<file path="config.mk">
export PLATFORM = sky130hd
export DESIGN_NAME = counter_seq_ctrl_flat
export DESIGN_NICKNAME = d
export VERILOG_FILES = /design/src/rtl/counter_ctrl_pkg.sv /design/src/rtl/counter_seq_ctrl_if.sv /design/src/rtl/counter_core.sv /design/src/rtl/counter_seq_ctrl.sv /design/src/flat_wrapper.sv
export SDC_FILE = /design/constraint.sdc
export NUM_CORES = 1
export LEC_CHECK = 0
export ABC_AREA = 1
export CORE_MARGIN = 2
export CORE_UTILIZATION = 45
export DETAILED_ROUTE_END_ITERATION = 6
export GPL_TIMING_DRIVEN = 0
export HOLD_SLACK_MARGIN = 0.02
export PLACE_DENSITY = 0.68
export SLEW_MARGIN = 20
export SYNTH_ARGS = -nofsm -noshare
export SYNTH_HDL_FRONTEND = slang
export SYNTH_SLANG_ARGS = --single-unit
</file>
<file path="constraint.sdc">
create_clock -name clk -period 3.1 [get_ports clk]
set_input_delay 0.62 -clock clk [delete_from_list [all_inputs] [get_ports clk]]
set_output_delay 0.62 -clock clk [all_outputs]
set_load 0.05 [all_outputs]
</file>
<file path="src/rtl/counter_ctrl_pkg.sv">
// Shared definitions for the counter sequencer.
//   state_t   - controller state encoding, also visible on the debug port
//   MODE_*    - run mode encodings on the 2-bit mode input
//   is_busy() - true for the states where a run is in progress
package counter_ctrl_pkg;

  typedef enum logic [2:0] {
    S_IDLE  = 3'd0,
    S_UP    = 3'd1,
    S_DOWN  = 3'd2,
    S_DWELL = 3'd3,
    S_DONE  = 3'd4
  } state_t;

  localparam logic [1:0] MODE_UP1 = 2'b00;  // count lo -> hi once
  localparam logic [1:0] MODE_DN1 = 2'b01;  // count hi -> lo once
  localparam logic [1:0] MODE_PP  = 2'b10;  // bounce between limits; 2'b11 behaves the same

  function automatic logic is_busy(input state_t s);
    return (s == S_UP) || (s == S_DOWN) || (s == S_DWELL);
  endfunction

endpackage

</file>
<file path="src/rtl/counter_seq_ctrl_if.sv">
// Control/status bundle between a requester and counter_seq_ctrl.
//   master: drives start, stop, mode, lo_lim, hi_lim; observes status
//   slave : the sequencer; drives count, up_down, busy, done, turn, err,
//           dbg_state
//
// Handshake: start is a level sampled on every rising edge while the
// sequencer is idle; one cycle high is enough to launch a run, and a start
// seen while busy is dropped, not queued. stop is sampled on every rising
// edge while busy and wins over start when both are high in idle. done,
// turn and err are single-cycle pulses with no acknowledge.
interface counter_seq_ctrl_if #(
  parameter int WIDTH = 4
);
  import counter_ctrl_pkg::*;

  logic             start;
  logic             stop;
  logic [1:0]       mode;
  logic [WIDTH-1:0] lo_lim;
  logic [WIDTH-1:0] hi_lim;
  logic [WIDTH-1:0] count;
  logic             up_down;
  logic             busy;
  logic             done;
  logic             turn;
  logic             err;
  state_t           dbg_state;

  modport master (
    output start, stop, mode, lo_lim, hi_lim,
    input  count, up_down, busy, done, turn, err, dbg_state
  );

  modport slave (
    input  start, stop, mode, lo_lim, hi_lim,
    output count, up_down, busy, done, turn, err, dbg_state
  );

endinterface

</file>
<file path="src/rtl/counter_core.sv">
// Plain WIDTH-bit up/down counter datapath.
//   clk, reset - clock, asynchronous active-high reset (count -> 0)
//   load       - load load_val (highest priority after reset)
//   load_val   - value to load
//   en         - step by one in the direction given by up_down
//   up_down    - 1 increments, 0 decrements
//   count      - current value
// The counter wraps naturally; keeping it inside limits is the
// controller's job (it never enables a step past a limit).
module counter_core #(
  parameter int WIDTH = 4
) (
  input  logic             clk,
  input  logic             reset,
  input  logic             load,
  input  logic [WIDTH-1:0] load_val,
  input  logic             en,
  input  logic             up_down,
  output logic [WIDTH-1:0] count
);

  localparam logic [WIDTH-1:0] ONE = {{(WIDTH-1){1'b0}}, 1'b1};

  always_ff @(posedge clk or posedge reset) begin
    if (reset) begin
      count <= '0;
    end else if (load) begin
      count <= load_val;
    end else if (en) begin
      count <= up_down ? (count + ONE) : (count - ONE);
    end
  end

endmodule

</file>
<file path="src/rtl/counter_seq_ctrl.sv">
// Limit-bounded counter sequencer: one-shot up, one-shot down, or
// ping-pong between latched lo/hi limits with an optional hold (DWELL
// cycles) at each turnaround.
//   clk, reset - clock, asynchronous active-high reset
//   bus        - counter_seq_ctrl_if slave: start/stop/mode/limits in,
//                count/up_down/busy/done/turn/err/dbg_state out
// Parameters: WIDTH (count width), DWELL (0..15 hold cycles at a turn).
module counter_seq_ctrl
  import counter_ctrl_pkg::*;
#(
  parameter int WIDTH = 4,
  parameter int DWELL = 0
) (
  input  logic              clk,
  input  logic              reset,
  counter_seq_ctrl_if.slave bus
);

  // Dwell counter runs 0 .. DWELL-1; only used when DWELL > 0.
  localparam bit         HAS_DWELL  = (DWELL > 0);
  localparam logic [3:0] DWELL_LAST = 4'(DWELL - 1);

  state_t           state, state_next;
  logic [1:0]       mode_q;
  logic [WIDTH-1:0] lo_q, hi_q;
  logic             dir, dir_next;
  logic [3:0]       dwell_cnt, dwell_next;
  logic             err_q, err_next;
  logic             latch;
  logic             load;
  logic [WIDTH-1:0] load_val;
  logic             en;
  logic             turn_c;
  logic             ping_pong;
  logic [WIDTH-1:0] count;

  assign ping_pong = mode_q[1];

  // Start loads from the live inputs (the latched copies update on the
  // same edge), so the first count is visible one cycle after start.
  assign load_val = (bus.mode == MODE_DN1) ? bus.hi_lim : bus.lo_lim;

  counter_core #(
    .WIDTH(WIDTH)
  ) u_core (
    .clk      (clk),
    .reset    (reset),
    .load     (load),
    .load_val (load_val),
    .en       (en),
    .up_down  (state == S_UP),
    .count    (count)
  );

  always_ff @(posedge clk or posedge reset) begin
    if (reset) begin
      state     <= S_IDLE;
      mode_q    <= MODE_UP1;
      lo_q      <= '0;
      hi_q      <= '0;
      dir       <= 1'b1;
      dwell_cnt <= 4'd0;
      err_q     <= 1'b0;
    end else begin
      state     <= state_next;
      dir       <= dir_next;
      dwell_cnt <= dwell_next;
      err_q     <= err_next;
      if (latch) begin
        mode_q <= bus.mode;
        lo_q   <= bus.lo_lim;
        hi_q   <= bus.hi_lim;
      end
    end
  end

  always_comb begin
    state_next = state;
    dir_next   = dir;
    dwell_next = dwell_cnt;
    err_next   = 1'b0;
    latch      = 1'b0;
    load       = 1'b0;
    en         = 1'b0;
    turn_c     = 1'b0;

    case (state)
      S_IDLE: begin
        // stop masks start here so a simultaneous pair does nothing.
        if (bus.start && !bus.stop) begin
          if (bus.lo_lim > bus.hi_lim) begin
            err_next = 1'b1;
          end else begin
            latch = 1'b1;
            load  = 1'b1;
            if (bus.mode == MODE_DN1) begin
              state_next = S_DOWN;
              dir_next   = 1'b0;
            end else begin
              state_next = S_UP;
              dir_next   = 1'b1;
            end
          end
        end
      end

      S_UP: begin
        if (bus.stop) begin
          state_next = S_IDLE;
        end else if (count != hi_q) begin
          en = 1'b1;
        end else if (!ping_pong) begin
          state_next = S_DONE;
        end else begin
          turn_c   = 1'b1;
          dir_next = 1'b0;
          if (HAS_DWELL) begin
            state_next = S_DWELL;
            dwell_next = 4'd0;
          end else begin
            state_next = S_DOWN;
          end
        end
      end

      S_DOWN: begin
        if (bus.stop) begin
          state_next = S_IDLE;
        end else if (count != lo_q) begin
          en = 1'b1;
        end else if (!ping_pong) begin
          state_next = S_DONE;
        end else begin
          turn_c   = 1'b1;
          dir_next = 1'b1;
          if (HAS_DWELL) begin
            state_next = S_DWELL;
            dwell_next = 4'd0;
          end else begin
            state_next = S_UP;
          end
        end
      end

      S_DWELL: begin
        // dir was already flipped on entry, so it names the next leg.
        if (bus.stop) begin
          state_next = S_IDLE;
        end else if (dwell_cnt == DWELL_LAST) begin
          state_next = dir ? S_UP : S_DOWN;
        end else begin
          dwell_next = dwell_cnt + 4'd1;
        end
      end

      S_DONE: begin
        state_next = S_IDLE;
      end

      default: begin
        state_next = S_IDLE;
      end
    endcase
  end

  assign bus.count     = count;
  assign bus.up_down   = dir;
  assign bus.busy      = is_busy(state);
  assign bus.done      = (state == S_DONE);
  assign bus.turn      = turn_c;
  assign bus.err       = err_q;
  assign bus.dbg_state = state;

endmodule

</file>
<file path="src/flat_wrapper.sv">
// flat-port wrapper written by rule: the top's interface ports become plain ports
module counter_seq_ctrl_flat import counter_ctrl_pkg::*;
#(
  parameter int WIDTH = 4,
  parameter int DWELL = 0
)
  (clk, reset, bus_start, bus_stop, bus_mode, bus_lo_lim, bus_hi_lim, bus_count, bus_up_down, bus_busy, bus_done, bus_turn, bus_err, bus_dbg_state);
  counter_seq_ctrl_if #(.WIDTH(WIDTH)) bus_i ();
  input  logic clk;
  input  logic reset;
  input wire logic [$bits(bus_i.start)-1:0] bus_start;
  input wire logic [$bits(bus_i.stop)-1:0] bus_stop;
  input wire logic [$bits(bus_i.mode)-1:0] bus_mode;
  input wire logic [$bits(bus_i.lo_lim)-1:0] bus_lo_lim;
  input wire logic [$bits(bus_i.hi_lim)-1:0] bus_hi_lim;
  output wire logic [$bits(bus_i.count)-1:0] bus_count;
  output wire logic [$bits(bus_i.up_down)-1:0] bus_up_down;
  output wire logic [$bits(bus_i.busy)-1:0] bus_busy;
  output wire logic [$bits(bus_i.done)-1:0] bus_done;
  output wire logic [$bits(bus_i.turn)-1:0] bus_turn;
  output wire logic [$bits(bus_i.err)-1:0] bus_err;
  output wire logic [$bits(bus_i.dbg_state)-1:0] bus_dbg_state;
  assign bus_i.start = bus_start;
  assign bus_i.stop = bus_stop;
  assign bus_i.mode = bus_mode;
  assign bus_i.lo_lim = bus_lo_lim;
  assign bus_i.hi_lim = bus_hi_lim;
  assign bus_count = bus_i.count;
  assign bus_up_down = bus_i.up_down;
  assign bus_busy = bus_i.busy;
  assign bus_done = bus_i.done;
  assign bus_turn = bus_i.turn;
  assign bus_err = bus_i.err;
  assign bus_dbg_state = bus_i.dbg_state;
  counter_seq_ctrl #(.WIDTH(WIDTH), .DWELL(DWELL)) u_core (.clk(clk), .reset(reset), .bus(bus_i));
endmodule
</file>
==> impl_metrics.csv <==
group,metric,value,unit
yosys,synthXorXnorAreaFrac,1.68,%
clocking,clockBufferDepth,2,
timing,hold_viol,0,
floorplanning,fp.coreArea,3340,um2
setup_path,criticalPathCategory,"register to primary output",
setup_path,startpoint_type,"register",
global_route,grt_pass1_vias,1326,
yosys,syn_inst,237,
power,leakagePower,1.05,nW
timing,setup_slack,255,ps
timing,min_period,2850,ps
setup_path,worstRegToRegCells,14,
yosys,synth_top_family_by_area,"simple AND/OR/NAND/NOR gates",
yosys,synth.avg_cell_area,6.61,um2
timing,fin_worst_skew,1.74,ps
setup_path,crit_start,"u_core.bus.dbg_state[2]",
yosys,synthMuxAreaShare,0,%
clocking,cts-htree-levels,1,
route,vias,1473,
floorplanning,chipWidth,63.0,um
setup_path,cpPeakStageDelay,560,ps
flow_run,cap_violations,0,
floorplanning,rows,21,
timing,relSlewSlack,43.2,%
placed_design,port_buffers,25,
global_route,overflow,0,
final_layout,syn_to_final_growth,21.9,%
power,ir_drop,0.338,mV
yosys,synth-simple-area-share,38.2,%
route,drt-total-wl,3320,um
timing,rsz0062_at_grt,"false",
final_layout,layout_common_cells,"nand2_1 (98), inv_1 (36), clkdlybuf4s50_1 (24)",
yosys,syn_area,1570,um2
route,antenna_left,0,
placed_design,dp_hpwl,2630,um
setup_path,rr_startpoint,"u_core.bus.dbg_state[0]",
placed_design,place_inst,308,
yosys,ys_seq_area_share,35.2,%
final_layout,stdcell_count,312,
clocking,clock_latency,310,ps
yosys,ys_types,23,
timing,drv_slew,0,
yosys,syn-num-nets,259,
power,clkPwrFrac,8.4,%
global_route,grt_pass1_wl,6090,um
route,wl_per_cell,10.7,um
yosys,synth_top_area_share,33.5,%
route,drt-initial-drc-count,47,
clocking,clkTransAtPathRegs,130,ps
min_path,hold_class,"register to register",
min_path,hp-start,"u_core.dwell_cnt[0]",
power,p_int,0.919,mW
route,firstDrtPassIters,4,
route,via_per_inst,4.72,
setup_path,cp_slowest_cell,"dlygate4sd2_1",
setup_path,worstPathMaxFanout,6,
clocking,cts_buffers,3,
power,switching_share,52.5,%
clocking,post_cts_buffers,0,
power,p_per_area,1010,nW/um2
clocking,cts_tree,"done",
timing,fmax,351,MHz
clocking,cts_sinks,22,
timing,setup_viol,0,
yosys,synth_warnings,0,
final_layout,drive_gt1_share,5.64,%
yosys,ys_top_cells_by_area,"dfrtp_1 (34%), nand2_1 (23%), inv_1 (8.6%), ha_1 (5.6%), o21ai_0 (5.4%)",
final_layout,diodes,0,
power,p_seq_share,28.5,%
floorplanning,die_area,3970,um2
floorplanning,die_h,63.0,um
final_layout,final_common_cell,"nand2_1",
yosys,yosysTopAreaCell,"dfrtp_1",
yosys,ys_seq_elements,22,
timing,worst_slew_pin_slew,851,ps
floorplanning,ios,26,
outcome,status,"finished, final reports clean",
setup_path,crit_arrival,2230,ps
setup_path,cp.required,2480,ps
power,p_comb_share,63.1,%
route,drc,0,
global_route,grt_usage,19.3,%
final_layout,fill_cells,329,
setup_path,path_cells,"nor3_1, nand3_1, o21ai_0, dlygate4sd2_1",
placed_design,post-place-ws,-28.3,ps
power,p_switching,1.01,mW
timing,post-route-period-util,91.8,%
clocking,cts_root_buffer,"clkbuf_4",
yosys,synthAdderAreaFrac,6.86,%
min_path,hold_path_depth,1,
yosys,synth-compound-area-share,8.22,%
placed_design,routabilityCongestion,0.887,
global_route,antenna_found_initial,0,
global_route,grt_max_degree,23,
floorplanning,start_util,47.0,%
final_layout,nNetsFinal,289,
setup_path,worstSetupEndpointType,"primary output",
==> stage by stage <==
step	TNS [ps]	power, mW	hold WS, ps	instance area [um2]	util, %
2_1_floorplan	0	1.46	474	1570	-
3_3_place_gp	-47.0	1.75	495	1880	56.2
3_5_place_dp	-28.3	1.77	498	1880	56.2
4_1_cts	0	1.94	520	1910	57.3
5_1_grt	0	2.15	558	1910	57.3
6_report	0	1.93	516	1910	57.3
==> logic make-up after synthesis <==
logic type / after synthesis
compound gates: 24
xor+xnor: 3
fa+ha+maj: 8
buf+inv: 40
flops: 22
simple gates: 140
==> critical path: cells and delay by family, from the launching register on <==
kind / cells / cell delay, ps
DFF: 1 / 490
and+or+nand+nor: 2 / 640
buffers and inverters: 1 / 560
AOI/OAI and AO/OA: 1 / 220
==> timing repair <==
item,CTS,global route
endpoints found under the setup margin,1,0
endpoints found under the hold margin,0,0
resized for setup,1,0
hold buffers,0,0
==> registers in the layout (all words and copies together) (netlist names) <==
| register | cells |
|---|---|
| u_core.u_core.count | 4 |
| u_core.hi_q | 4 |
| u_core.bus.dbg_state | 3 |
| u_core.bus.up_down | 1 |
| u_core.bus.err | 1 |
| u_core.dwell_cnt | 4 |
| u_core.lo_q | 4 |
| u_core.mode_q | 1 |
==> cells in the mapped netlist <==
library cell,n
a21oi_1,4
buf_4,1
dfrtp_1,21
dfstp_2,1
fa_1,1
ha_1,7
inv_1,36
inv_2,3
nand2_1,98
nand2_2,2
nand3_1,11
nand3_4,1
nand4_1,6
nor2_1,15
nor2_4,1
nor3_1,5
nor3_4,1
o211ai_1,1
o21ai_0,17
o21ai_2,1
o21bai_1,1
xnor2_1,1
xor2_1,2
==> layout make-up <==
cell class | instances | area (um2) | area share (%)
buffer | 1 | 7.51 | 0.393
clock buffer | 4 | 36.3 | 1.90
inverter | 39 | 146 | 7.66
multi-input combinational | 175 | 862 | 45.1
sequential | 22 | 552 | 28.9
tap | 46 | 57.6 | 3.01
timing repair buffer | 25 | 249 | 13.0
==> path summary, 6_finish.rpt <==
| path | endpoint | slack (ps) |
|---|---|---|
| max | bus_turn | 250 |
| min | u_core.dwell_cnt[0] | 520 |
| max reg2reg | u_core.u_core.count[3] | 1280 |
| min reg2reg | u_core.dwell_cnt[0] | 520 |
| max in group asynchronous | u_core.lo_q[2] | 1810 |
| min in group asynchronous | u_core.mode_q[1] | 760 |
==> metal layers <==
| layer | vias to the layer above | global-route usage [%] | share of wire (%) | wire length [um] |
|---|---|---|---|---|
| met2 | 33 | 27.8 | 41 | 1370 |
| met4 | 0 | 6.94 | 1.4 | 48 |
| met5 | - | 0 | 0 | 0 |
| li1 | 799 | - | - | - |
| met3 | 5 | 2.34 | 4.0 | 133 |
| met1 | 636 | 29.5 | 53 | 1770 |
==> power by group through the flow <==
stage	clock [mW]	combinational, mW	sequential (mW)
global route	0.184	1.38	0.578
detailed placement	0	1.22	0.555
global placement	0	1.20	0.551
finish	0.163	1.22	0.551
CTS	0.167	1.23	0.548
floorplan	0	0.771	0.692
Note: power is estimated with default switching activity, not from simulation.
